**src/rtl/scic_switch_input.sv**
```systemverilog
// Switch-bank input responder: two-flop synchroniser, debounce, and a stable value
// with sticky changed/change_mask/overrun flags that a CPU read clears.
module scic_switch_input #(
  parameter int WIDTH           = 4,
  parameter int DEBOUNCE_CYCLES = 4
) (
  input  logic             clock,
  input  logic             reset,
  input  logic [WIDTH-1:0] switches_in,
  input  logic             rd_strobe,
  output logic [WIDTH-1:0] rd_data,
  output logic             changed,
  output logic [WIDTH-1:0] change_mask,
  output logic             overrun
);

  localparam int CNT_W = (DEBOUNCE_CYCLES > 1) ? $clog2(DEBOUNCE_CYCLES) : 1;
  localparam logic [CNT_W-1:0] CNT_MAX = CNT_W'(DEBOUNCE_CYCLES - 1);

  logic [WIDTH-1:0] r_sync1;
  logic [WIDTH-1:0] r_sync2;
  logic [WIDTH-1:0] r_cand;
  logic [CNT_W-1:0] r_count;
  logic [WIDTH-1:0] r_stable;
  logic             r_changed;
  logic [WIDTH-1:0] r_mask;
  logic             r_overrun;

  logic             w_cand_hold;
  logic             w_at_max;
  logic             w_accept;
  logic [WIDTH-1:0] w_diff;

  assign w_cand_hold = (r_sync2 == r_cand);
  assign w_at_max    = (r_count >= CNT_MAX);
  assign w_accept    = w_cand_hold && w_at_max && (r_cand != r_stable);
  assign w_diff      = r_cand ^ r_stable;

  // Two-flop chain; switches_in reaches nothing else.
  always_ff @(posedge clock or negedge reset) begin
    if (!reset) begin
      r_sync1 <= '0;
      r_sync2 <= '0;
    end else begin
      r_sync1 <= switches_in;
      r_sync2 <= r_sync1;
    end
  end

  // Any difference between the synchronised sample and the candidate restarts the count.
  always_ff @(posedge clock or negedge reset) begin
    if (!reset) begin
      r_cand   <= '0;
      r_count  <= '0;
      r_stable <= '0;
    end else if (!w_cand_hold) begin
      r_cand  <= r_sync2;
      r_count <= '0;
    end else if (!w_at_max) begin
      r_count <= r_count + 1'b1;
    end else if (w_accept) begin
      r_stable <= r_cand;
    end
  end

  // A read on the same edge as an acceptance consumes the old state; the new event stays pending.
  always_ff @(posedge clock or negedge reset) begin
    if (!reset) begin
      r_changed <= 1'b0;
      r_mask    <= '0;
      r_overrun <= 1'b0;
    end else if (w_accept && rd_strobe) begin
      r_changed <= 1'b1;
      r_mask    <= w_diff;
      r_overrun <= 1'b0;
    end else if (w_accept) begin
      r_changed <= 1'b1;
      r_mask    <= r_mask | w_diff;
      r_overrun <= r_overrun | r_changed;
    end else if (rd_strobe) begin
      r_changed <= 1'b0;
      r_mask    <= '0;
      r_overrun <= 1'b0;
    end
  end

  assign rd_data     = r_stable;
  assign changed     = r_changed;
  assign change_mask = r_mask;
  assign overrun     = r_overrun;

endmodule

```
**config.mk**
```make
export PLATFORM = sky130hd
export DESIGN_NAME = scic_switch_input
export DESIGN_NICKNAME = d
export VERILOG_FILES = /design/src/rtl/scic_switch_input.sv
export SDC_FILE = /design/constraint.sdc
export NUM_CORES = 1
export LEC_CHECK = 0
export ABC_AREA = 1
export BUFFER_PORTS_ARGS = -buffer_cell sky130_fd_sc_hd__buf_4
export CAP_MARGIN = 20
export CORE_MARGIN = 2
export CORE_UTILIZATION = 50
export CTS_BUF_LIST = sky130_fd_sc_hd__clkbuf_8
export CTS_CLUSTER_DIAMETER = 120
export DETAILED_ROUTE_END_ITERATION = 7
export PLACE_DENSITY_LB_ADDON = 0.1
export SLEW_MARGIN = 20
export SYNTH_ARGS = -nofsm -noshare
export SYNTH_HDL_FRONTEND = slang
export SYNTH_SLANG_ARGS = --single-unit
```
**constraint.sdc**
```tcl
create_clock -name clock -period 1.15 [get_ports clock]
set_input_delay 0 -clock clock [delete_from_list [all_inputs] [get_ports clock]]
set_output_delay 0 -clock clock [all_outputs]
set_load 0.02 [all_outputs]
```
# Yosys cells after proc, flatten, opt, wreduce, memory -nomap -nowiden
# Index checks and enable logic that the tools add are counted.
[totals] regBits=24 out_inout_bits=10 wordCells=31
[op_classes] add_sub_neg=1 order_cmp=1 n_eq_ne=3 muxes=10 n_bitwise=3 reduce_logical=5
[ops] operator="2-to-1 mux 4 bit" count=3
[ops] operator="2-to-1 mux 1 bit" count=5
[ops] operator="== test 4 bit" count=1
[ops] operator="2-to-1 mux 2 bit" count=2
[ops] operator="!= test 4 bit" count=1
[ops] operator="OR 4 bit" count=1
[ops] operator="XOR 4 bit" count=1
[ops] operator="logical AND 1 bit" count=3
[ops] operator="AND reduction 3 bit" count=1
[ops] operator="nonzero test 3 bit" count=1
[ops] operator="adder 2 x 1 -> 2 bit (second input constant)" count=1
[ops] operator=">= comparator 2 bit (second input constant)" count=1
[ops] operator="!= test 2 bit (second input constant)" count=1
[ops] operator="OR 1 bit" count=1

# Longest topological paths before layout
[depth] ltp_word=5 depth_mapped=9

# Least setup slack after synthesis
# OpenSTA, ideal clock, no wires.
[synth_path] kind="register -> register" startpoint="register r_stable[3] (netlist: rd_data[3])" endpoint="register r_stable[0] (netlist: rd_data[0])" setup_time_ns=0.117 arrival_ns=1.063 setup_slack_ns=-0.030 stages_incl_launch_ff=9 path_buffers=0 period_less_slack_ns=1.180 cell_sequence="dfrtp_1 nand2_1 inv_1 nor2_1 nor2_1 nand2_1 nand3_4 nand2_1 nand2_1"
[synth_between] elab_chain_len=3
[synth_lines] item="from (decl)" line="24" text="logic [WIDTH-1:0] r_stable;"
[synth_lines] item="from (signal assigned)" line="62" text="r_stable <= r_cand;"
[synth_lines] item="!= test 4 bit" line="36" text="assign w_accept = w_cand_hold && w_at_max && (r_cand != r_stable);"
[synth_lines] item="logical AND 1 bit" line="36"
[synth_lines] item="AND reduction 3 bit (no source line)"
# No other way between the ends.
# A chain may end at the register's enable or synchronous reset.

# Worst setup path after layout
[layout_path] startpoint="register r_sync2[1]" endpoint="register r_stable[3] (netlist: rd_data[3])"
[layout_between] elab_chain_len=4
[layout_lines] item="from (decl)" line="21" text="logic [WIDTH-1:0] r_sync2;"
[layout_lines] item="from (signal assigned)" line="46" text="r_sync2 <= r_sync1;"
[layout_lines] item="== test 4 bit (*)" line="34" text="assign w_cand_hold = (r_sync2 == r_cand);"
[layout_lines] item="logical AND 1 bit (2 in series)" line="36"
[layout_lines] item="AND reduction 3 bit (no source line) (*)"
# Every way passes the cells marked *; elsewhere a longest branch is shown, timed or not.

==> impl_results.md <==
* PwrDens at 1250 nW/um^2
* Clock latency on the worst-skew pair at 260 ps
* Util after Layout at 70.6%
* Post-Route WL at 1660 um
* Number of max-cap violations at 0
* DP Cell Count at 137
* Count of final setup violators at 11
* Pre-CTS setup slack at -121 ps
* Tcrit/Tclk final at 109%
* Vias at 665
* Share of cells above drive strength 1 at 24.6%
* Crit. End Element: flop
* Worst path required time at 1310 ps
* Worst-Margin Slew at 298 ps
* TritonCTS clock tree: yes
* Post-CTS setup buffers at 0
* Setup slack, reg-to-reg at -100 ps
* Starting Density at 54.4%
* Clock network fraction of total power at 36.3%
* M2 GR Usage at 26.4%
* CP Class: flop to flop
* Tmin final at 1250 ps
* # rows at 15
* Largest family of logic cells by synthesized area: simple AND/OR/NAND/NOR gates
* Number of clock buffers inserted by TritonCTS at 3
* Die width at 47.8 um
* Slew Limit Fails at 0
* Xor/xnor share of the synthesized area at 3.65%
* Cell Area, Synth at 960 um^2
* CP Max Fanout at 10
* Post-synthesis net count at 107
* CTS sink cnt at 24
* GRT busiest layer: met2
* Internal at 0.00122 W
* Gpl congestion at 0.699
* H-tree depth at 1
* Clk slew on worst S/H paths at 80 ps
* Worst Setup Start Kind: flop
* Failing checks: negative setup slack
* Multiplexer share of the synthesized area at 0%
* First DRT Iteration DRCs at 12
* Fin cells at 147
* Sequential share of power at 56.9%
* HP Class: primary input to async pin
* Diodes inserted at 0
* Global-route met3 utilization at 4.53%
* Vias in the first global route at 574
* PnR worst setup slack at -105 ps
* Slew HR at 80.1%
* Die area at 2290 um^2
* Post-Synth Simple-Gate Area at 23.5%
* Worst vdd ir at 0.932 mV
* M1 GR Usage at 20.7%
* # port buffers at 16
* Sequential area share after synthesis at 62.6%
* Yosys warns at 0
* #FFs+latches synth at 24
* GRT Total Usage at 16.3%
* P_leak at 0.655 nW
* Outcome: finished, violations left
* Antenna viol nets, final at 0
* Hold Fails Final Rpt at 0
* DRC violations left at 0
* Clock root buffer: clkbuf_8
* RSZ-0062 raised after global routing: true
* Switching share of power at 21.2%
* Pre-Repair DR Iteration Count at 4
* Adder-cell share of the synthesized area at 1.30%
* Synthesized area per cell at 9.69 um^2
* Vias per inst at 4.52
* P_sw at 0.000329 W
* # nets final at 131
* Dpl hpwl at 1170 um
* Distinct cells, synth at 16
* Max Fclk at 797 MHz
* Die H at 47.8 um
* Largest net degree at the start of global routing at 25
* First-pass GRT wire length at 2490 um
* I/O pins at 17
* Logic pwr share at 6.9%
* Initial antenna violation count at 0
* GRT overflow at 0
* WL/cell at 11.3 um
* Clock skew at 1.98 ps
* Core area at 1760 um^2
* Synth Area in Compound Gates at 1.56%
* Post-synthesis cell count at 99
* P&R area growth vs syn at 29.9%
* Clk buf depth at 2
* Critical path data arrival time at 1410 ps
sequential cells by signal, indices dropped and copies added (netlist names):
signal,count
r_sync1,4
overrun,1
change_mask,4
changed,1
rd_data,4
r_cand,4
r_count,2
r_sync2,4
what timing repair did:
action                                  4_1_cts  5_1_grt
gates cloned                                  0        0
pin swaps                                     0        1
hold endpoints to repair                     29        0
endpoints found under the setup margin       11       11
gates resized for setup                       1        4
hold buffers                                  6        0
cell usage after synthesis:
cell type,number,area share (%)
nor3_1,1,0.52
nand3_4,1,1.8
ha_1,1,1.3
nand2_1,34,13
nor2_1,5,2.0
clkbuf_1,4,1.6
inv_1,10,3.9
clkbuf_4,1,0.78
nand3_1,5,2.6
o21ai_0,3,1.6
buf_6,1,1.2
xnor2_1,3,2.7
nor2_2,1,0.65
dfrtp_1,24,63
nand4_1,4,2.6
xor2_1,1,0.91
kinds of logic (layout without fill, tap and decap cells):
logic type / after synthesis / in the layout
flip-flops: 24 / 24
adder cells (fa/ha/maj): 1 / 1
AND/OR/NAND/NOR: 51 / 51
XOR/XNOR: 4 / 4
AO/OA/AOI/OAI: 3 / 3
buffers and inverters: 16 / 39
cell type report:
type	count	area (um^2)
timing repair buffer	25	219
inverter	10	37.5
fill	146	518
multi-input combinational	59	303
clock buffer	4	55.1
tap	25	31.3
sequential	24	601
cells in the final DEF, fill, tap and decap left out, drive strengths merged:
cell	instances
nand2	34
dfrtp	24
buf	19
inv	10
dlygate4sd3	6
nand3	6
nor2	6
nand4	4
clkbuf	4
o21ai	3
xnor2	3
xor2	1
nor3	1
ha	1
layer usage:
metal	vias up	wire, um
met1	305	745
li1	347	-
met5	-	0
met3	2	53
met2	11	848
met4	0	9
critical path: stages (launching register included):
cell     delay [ps]
dfrtp_1         420
xnor2_2         170
nand2_1         100
nor2_2          140
buf_6           150
nand3_4          70
nand2_1          60
nand2_1          40
path summary, 6_finish.rpt:
kind | depth (start not counted) | start | end
min | 2 | reset | change_mask[2]
max reg2reg | 7 | r_sync2[1] | rd_data[3]
max | 7 | r_sync2[1] | rd_data[3]
min in group clock | 0 | r_sync1[0] | r_sync2[0]
min reg2reg | 0 | r_sync1[0] | r_sync2[0]
max in group asynchronous | 2 | reset | rd_data[1]
power groups by stage:
stage          clock network [W]  registers [W]   logic, W
4_1_cts                 0.000571       0.000882   0.000105
3_3_place_gp                   0       0.000897  0.0000834
6_report                0.000563       0.000883   0.000106
3_5_place_dp                   0       0.000899  0.0000871
2_1_floorplan                  0       0.000895  0.0000475
5_1_grt                 0.000608       0.000887   0.000120
stage by stage:
| step | hold WS (ps) | total power, W | instance area, um^2 | TNS, ps |
|---|---|---|---|---|
| 4_1_cts | 173 | 0.00156 | 1230 | -616 |
| 3_5_place_dp | -85.2 | 0.000986 | 1110 | -547 |
| 2_1_floorplan | -296 | 0.000943 | 962 | 0 |
| 6_report | 164 | 0.00155 | 1250 | -576 |
| 3_3_place_gp | -92.4 | 0.000980 | 1110 | -235 |
| 5_1_grt | 198 | 0.00161 | 1250 | -1670 |
Note: power is estimated with default switching activity, not from simulation.
